## config.mk

```make
export PLATFORM = sky130hd
export DESIGN_NAME = mult_div_unit
export DESIGN_NICKNAME = d
export VERILOG_FILES = /design/src/rtl/mult_div_unit.sv
export SDC_FILE = /design/constraint.sdc
export NUM_CORES = 1
export LEC_CHECK = 0
export BUFFER_PORTS_ARGS = -buffer_cell sky130_fd_sc_hd__buf_2
export CAP_MARGIN = 5
export CORE_UTILIZATION = 50
export DETAILED_ROUTE_END_ITERATION = 7
export GPL_ROUTABILITY_DRIVEN = 0
export PLACE_DENSITY = 0.81
export RECOVER_POWER = 100
export SYNTH_ARGS = -nofsm -noshare
export SYNTH_HDL_FRONTEND = slang
export SYNTH_SLANG_ARGS = --single-unit
export TNS_END_PERCENT = 100
```

## constraint.sdc

```tcl
create_clock -name clk -period 2.75 [get_ports clk]
set_clock_uncertainty 0.2 [all_clocks]
set_input_delay 0.55 -clock clk [delete_from_list [all_inputs] [get_ports clk]]
set_output_delay 0.55 -clock clk [all_outputs]
set_load 0.005 [all_outputs]
```

## src/rtl/mult_div_unit.sv

```systemverilog
// mult_div_unit: iterative unsigned multiply / divide, one result bit per cycle.
// Result, destination index and write strobe feed the register file write port.
// Optional feature macro: MULT_DIV_DIVIDER_EN (defined = restoring divider present;
// undefined = divide ops finish after one cycle with result 0 and no write).
// Handshake: start_i is sampled only in IDLE; busy_o is high while an op is in
// flight; done_o (and wr_en_o for supported ops) pulse for one cycle; result_o
// and dest_reg_o hold until the next accepted start.
module mult_div_unit #(
    parameter int N = 32
) (
    input  logic         clk,
    input  logic         reset,
    input  logic         start_i,
    input  logic [1:0]   op_i,
    input  logic [N-1:0] operand_a_i,
    input  logic [N-1:0] operand_b_i,
    input  logic [4:0]   dest_reg_i,
    output logic         busy_o,
    output logic         done_o,
    output logic [N-1:0] result_o,
    output logic [4:0]   dest_reg_o,
    output logic         wr_en_o,
    output logic [1:0]   state_o
);

`ifdef MULT_DIV_DIVIDER_EN
    localparam bit DIV_EN = 1'b1;
`else
    localparam bit DIV_EN = 1'b0;
`endif

    // Counter has one extra sign bit: it runs N-1 .. 0, and the wrap to
    // negative marks the final cycle that publishes the result.
    localparam int CW = $clog2(N) + 1;
    localparam logic [CW-1:0] CNT_INIT = CW'(N - 1);
    localparam logic [CW-1:0] CNT_ONE  = CW'(1);

    typedef enum logic [1:0] {
        ST_IDLE = 2'd0,
        ST_MUL  = 2'd1,
`ifdef MULT_DIV_DIVIDER_EN
        ST_DIV  = 2'd2,
`endif
        ST_DONE = 2'd3
    } state_t;

    state_t         state, state_nxt;
    logic [N-1:0]   hi, lo, b_r;     // hi/lo double as rem/quo in divide
    logic [1:0]     op_r;
    logic [CW-1:0]  cnt;
    logic           accept, cnt_done;
    logic [N:0]     mul_sum;
    logic [N-1:0]   result_sel;

    assign accept   = (state == ST_IDLE) && start_i;
    assign cnt_done = cnt[CW-1];
    assign mul_sum  = {1'b0, hi} + (lo[0] ? {1'b0, b_r} : '0);

`ifdef MULT_DIV_DIVIDER_EN
    // rem < divisor always holds, so the shifted value is below 2*divisor and
    // bit N of the N+1-bit difference is exactly the borrow of the trial subtract.
    logic [N:0] div_shift, div_diff;
    logic       div_ge;
    assign div_shift = {hi, lo[N-1]};
    assign div_diff  = div_shift - {1'b0, b_r};
    assign div_ge    = ~div_diff[N];
`endif

    assign busy_o  = (state != ST_IDLE) && (state != ST_DONE);
    assign done_o  = (state == ST_DONE);
    assign wr_en_o = done_o && (!op_r[1] || DIV_EN);
    assign state_o = state;

    // Pick the result half for the latched op; unsupported divide yields 0.
    always_comb begin
        result_sel = '0;
        if (!op_r[1] || DIV_EN) begin
            result_sel = op_r[0] ? hi : lo;
        end
    end

    // State register.
    always_ff @(posedge clk or negedge reset) begin
        if (!reset) state <= ST_IDLE;
        else        state <= state_nxt;
    end

    // Next-state logic: IDLE -> MUL/DIV on start, run until the counter wraps, DONE for one cycle.
    always_comb begin
        state_nxt = state;
        case (state)
            ST_IDLE: begin
                if (start_i) begin
`ifdef MULT_DIV_DIVIDER_EN
                    state_nxt = op_i[1] ? ST_DIV : ST_MUL;
`else
                    state_nxt = ST_MUL;
`endif
                end
            end
            ST_MUL:  if (cnt_done) state_nxt = ST_DONE;
`ifdef MULT_DIV_DIVIDER_EN
            ST_DIV:  if (cnt_done) state_nxt = ST_DONE;
`endif
            ST_DONE: state_nxt = ST_IDLE;
            default: state_nxt = ST_IDLE;
        endcase
    end

    // Datapath: operand capture, one shift-add / restoring-divide step per cycle, result publish.
    always_ff @(posedge clk or negedge reset) begin
        if (!reset) begin
            hi         <= '0;
            lo         <= '0;
            b_r        <= '0;
            op_r       <= '0;
            cnt        <= '0;
            result_o   <= '0;
            dest_reg_o <= '0;
        end else if (accept) begin
            hi         <= '0;
            lo         <= operand_a_i;
            b_r        <= operand_b_i;
            op_r       <= op_i;
            dest_reg_o <= dest_reg_i;
            // Without the divider a divide op skips straight to the publish cycle.
            cnt        <= (op_i[1] && !DIV_EN) ? '1 : CNT_INIT;
        end else if (state == ST_MUL && !cnt_done) begin
            hi  <= mul_sum[N:1];
            lo  <= {mul_sum[0], lo[N-1:1]};
            cnt <= cnt - CNT_ONE;
`ifdef MULT_DIV_DIVIDER_EN
        end else if (state == ST_DIV && !cnt_done) begin
            hi  <= div_ge ? div_diff[N-1:0] : div_shift[N-1:0];
            lo  <= {lo[N-2:0], div_ge};
            cnt <= cnt - CNT_ONE;
`endif
        end else if (busy_o && cnt_done) begin
            result_o <= result_sel;
        end
    end

endmodule

```

---- After elaboration in Yosys (flattened, before gate mapping) ----
Index checks and enable logic that the tools add are counted.
word-level totals
  register bits ........................... 143
  output and inout bits ................... 42
  logic and storage cells ................. 42
operators by class
  add/sub/neg operators ................... 2
  bitwise gates (word level) .............. 2
  reductions and logical operators ........ 12
  eq/ne operators ......................... 5
  multiplexer cells ....................... 13
operator list
  cell                 number
  $mux 32              7
  $add 32x32->33       1
  $mux 6               3
  $ne 2x2->1 const B   3
  $sub 6x1->6 const B  1
  $logic_and 1x1->1    5
  $mux 2               2
  $pmux 2 s2           1
  $reduce_bool 2->1    2
  $reduce_and 3->1     1
  $eq 2x1->1 const B   1
  $eq 2x2->1 const B   1
  $logic_not 1->1      2
  $logic_not 2->1      1
  $not 1->1            2
  $reduce_and 2->1     1

---- Depth between registers and ports, before layout ----
  depth after elaboration ................. 4
  mapped depth ............................ 13

---- Worst setup path before layout ----
No wires, ideal clock.
  path type ............................... flip-flop to flip-flop
  start point ............................. register lo[0]
  end point ............................... register hi[27]
  buffers on the path ..................... 1
  arrival time ............................ 2484 ps
  slack ................................... -29 ps
  clock period less this slack ............ 2779 ps
  setup time .............................. 95 ps
  required time ........................... 2455 ps
  stages on the path, launching flop included .. 14
  cells stage by stage .................... dfrtp_1 clkbuf_1 and2_1 ha_1 inv_1 fa_1 nor2b_1 o2111ai_1 a21oi_2 nor2_2 a21boi_2 a311o_2 a211oi_2 o31ai_1
between the ends
  cells in the longest elaborated chain, start to end .. 4
RTL lines
  what                    line  RTL
  start, declared         48    logic [N-1:0] hi, lo, b_r;
  start signal, assigned  122   lo <= operand_a_i;
  start signal, assigned  130   lo <= {mul_sum[0], lo[N-1:1]};
  $mux 32                 57    assign mul_sum = {1'b0, hi} + (lo[0] ? {1'b0, b_r} : '0);
  $add 32x32->33          57
  $mux 32                 128   end else if (state == ST_MUL && !cnt_done) begin
  $mux 32                 120   end else if (accept) begin
  end signal, assigned    129   hi <= mul_sum[N:1];
  end, declared           48
No other way between the ends. The select of a mux whose other input is x is not followed.
A chain may end at the register's enable or synchronous reset.

---- Worst setup path after layout ----
Same ends and word-level chain as after synthesis.

==> flow_metrics.py <==
metrics = {
    "flow_run": {
        "cap_violations": 0,
    },
    "layout": {
        "fin_nets": 1206,
        "drive_gt1_share_pct": 22.7,
        "layout_common_cells": "287 x nand2_1, 142 x dfrtp_1, 87 x buf_2, 61 x nor2_1, 47 x buf_4",
        "num_antenna_cells": 0,
        "final_common_cell": "nand2_1",
        "synthToLayoutAreaGrowth_pct": 26.5,
    },
    "floorplan": {
        "die-area_um2": 16600,
        "dieWidth_um": 129,
        "rows": 46,
        "core_area_um2": 15800,
        "die-height_um": 129,
        "ios": 116,
        "initial_core_util_pct": 50.9,
    },
    "sta": {
        "setup_viol": 13,
        "fmax_mhz": 342,
        "fin_ws_ns": -0.173,
        "relSlewSlack_pct": 5.06,
        "period_share_pct": 106,
        "slew_violations": 0,
        "tns_ns": -1.29,
        "rsz0062_at_grt": "true",
        "min_period_ns": 2.92,
        "report.final.hold_viol_count": 0,
        "tightest_slew_ns": 1.42,
    },
    "synth": {
        "syn_nets": 1065,
        "syn_avg_cell_area_um2": 8.44,
        "netlist_area_um2": 8050,
        "synth_enable_flop_cells": 0,
        "syn_inst": 954,
        "synth-main-ff-cell": "dfrtp_1",
        "yosys_warnings": 0,
        "synthArstFlopShare_pct": 100,
        "ys_seq_area_share_pct": 44.4,
        "synth_seq_cells": 143,
        "ys_types": 52,
    },
    "grt": {
        "grt_pass1_wl_um": 33900,
        "overflow": 0,
        "antenna_found_initial": 0,
        "grt_pass1_vias": 6829,
        "grt_usage_pct": 26.1,
        "grt_max_degree": 65,
    },
    "clock_tree": {
        "clkTransAtPathRegs_ns": 0.06,
        "cts_buffer_depth": 2,
        "cts_made_buffers": 17,
        "insertion_delay_ns": 0.44,
        "tritoncts": "yes",
        "cts_sinks": 143,
        "cts.htree.levels": 4,
        "cts_root_buf": "clkbuf_16",
    },
    "power_and_ir_drop": {
        "p_leak_nw": 4.84,
        "ir_drop_mv": 0.597,
        "power_density_nw_per_um2": 1230,
    },
    "detailed_routing": {
        "drtIter0Drc": 1068,
        "ant_nets": 0,
        "dr.pass1.iters": 6,
        "wl_um": 23200,
        "routed-via-count": 7658,
        "drc": 0,
        "wire_per_inst_um": 17.5,
        "via_per_inst": 5.79,
    },
    "worst_setup_path": {
        "reg2reg_setup_slack_ns": -0.17,
        "path_depth": 12,
        "cp_cell_sequence": "and2_4 -> ha_4 -> inv_2 -> fa_2 -> nor2b_4 -> o2111ai_4 -> a21oi_2 -> nor2_2 -> a21boi_2 -> a311o_2 -> a211oi_2 -> o31ai_1",
        "crit_path_max_fanout": 6,
        "startpoint_type": "flop",
        "cp_num_buf_inv": 1,
        "critPathCapture": "hi[27]",
        "critPathKind": "flop to flop",
        "cp-startpoint": "lo[0]",
        "slowest_delay_ns": 0.44,
        "reg2reg_depth": 12,
        "cp.required_ns": 2.88,
        "worst_path_max_delay_cell": "dfrtp_2",
        "reg2reg_from": "lo[0]",
        "path_delay_family": "compound AO/OA/AOI/OAI gates",
        "worst-endpoint-arrival_ns": 3.06,
        "timing.rr.end": "hi[27]",
        "critPathCaptureType": "flop",
    },
    "placement": {
        "dp_hpwl_um": 14800,
        "port_buffers": 115,
        "post-place-ws_ns": -0.116,
    },
    "hold_path": {
        "holdCritPathClass": "input port to flop",
    },
    "run_status": {
        "violations": "negative setup slack",
        "outcome": "finished with violations",
    },
}
layout make-up:
type / instances / area [um^2]
Fill cell: 1210 / 5640
Multi-Input combinational cell: 741 / 4670
Sequential cell: 143 / 3580
Timing Repair Buffer: 175 / 1070
Clock buffer: 24 / 472
Tap cell: 216 / 270
Inverter: 17 / 63.8
Clock inverter: 7 / 62.6
power by group:
| part | total, mW | internal (mW) | leakage (nW) | switching [mW] |
|---|---|---|---|---|
| sequential | 3.82 | 3.04 | 1.78 | 0.785 |
| combinational | 6.51 | 2.75 | 2.80 | 3.76 |
| clock | 2.14 | 1.28 | 0.264 | 0.867 |
| total | 12.5 | 7.06 | 4.84 | 5.42 |
worst min-delay path by stage:
stage	start	end	slack [ns]	cells after the start
after detailed placement	dest_reg_o[4]	dest_reg_o[4]	0.26	2
after floorplan	reset	b_r[0]	0.05	0
final	operand_b_i[9]	b_r[9]	0.10	3
after global placement	b_r[16]	b_r[16]	0.25	2
after CTS	operand_b_i[9]	b_r[9]	0.10	3
after global routing	operand_b_i[8]	b_r[8]	0.11	3
state kept, by name, summed over array words and instances, names as in the netlist:
signal / cells
state_o: 2
cnt: 6
lo: 32
result_o: 32
op_r: 2
hi: 32
b_r: 32
dest_reg_o: 5
tightest hold or removal path: stages:
cell	delay [ns]
buf_2	0.07
nand2_1	0.04
nand2_1	0.04
logic make-up after synthesis:
group | share of synthesized area [%]
AO/OA/AOI/OAI | 16.8
XOR/XNOR | 2.61
adder cells (fa/ha/maj) | 5.84
buffers and inverters | 3.29
flip-flops | 44.4
multiplexers | 4.23
AND/OR/NAND/NOR | 22.8
routing by layer:
layer  GRT usage [%]  up-vias  routed length (um)  share of wire [%]
li1                -     3564                   -                  -
met1            36.8     3555               10100                 43
met2            40.4      466               10400                 45
met3            5.32       73                2070                8.9
met4            8.51        0                 641                2.8
met5               0        -                   0                  0
what timing repair did:
item	CTS	global route
buffers inserted	2	7
resized for setup	16	66
setup endpoints to repair	8	18
pin swaps	5	38
cloned	0	1
endpoints found under the hold margin	56	0
hold buffers	1	0
stage by stage:
| step | instance area, um^2 | power, mW | hold WS, ns | cells | util, % |
|---|---|---|---|---|---|
| floorplan | 8050 | 7.44 | 0.0544 | 954 | - |
| global placement | 9210 | 9.28 | 0.250 | 1281 | 58.2 |
| detailed placement | 9210 | 9.50 | 0.256 | 1281 | 58.2 |
| CTS | 9850 | 11.8 | 0.101 | 1315 | 62.2 |
| global route | 10200 | 13.3 | 0.110 | 1323 | 64.3 |
| finish | 10200 | 12.5 | 0.101 | 1323 | 64.3 |
synth_stat cells (3+ instances only):
cell	instances	share of area [%]
a21o_1	14	1.3
a21oi_1	58	3.6
a31oi_1	38	3.0
and2_1	32	2.5
and3_1	4	0.31
and4_1	5	0.54
buf_1	5	0.23
clkbuf_1	46	2.1
dfrtp_1	143	44
ha_1	36	5.6
inv_1	17	0.79
mux2i_1	34	4.2
nand2_1	291	14
nand2b_1	4	0.31
nand3_1	9	0.56
nand4_1	3	0.23
nor2_1	62	2.9
nor2_2	3	0.23
nor2b_1	4	0.31
nor3_1	14	0.87
o21a_1	5	0.47
o21ai_0	15	0.93
o21ai_1	14	0.87
o21bai_1	5	0.47
o31ai_1	35	3.3
xnor2_1	17	1.8
xor2_1	7	0.76
No activity file was read; power rests on OpenSTA's default activity.
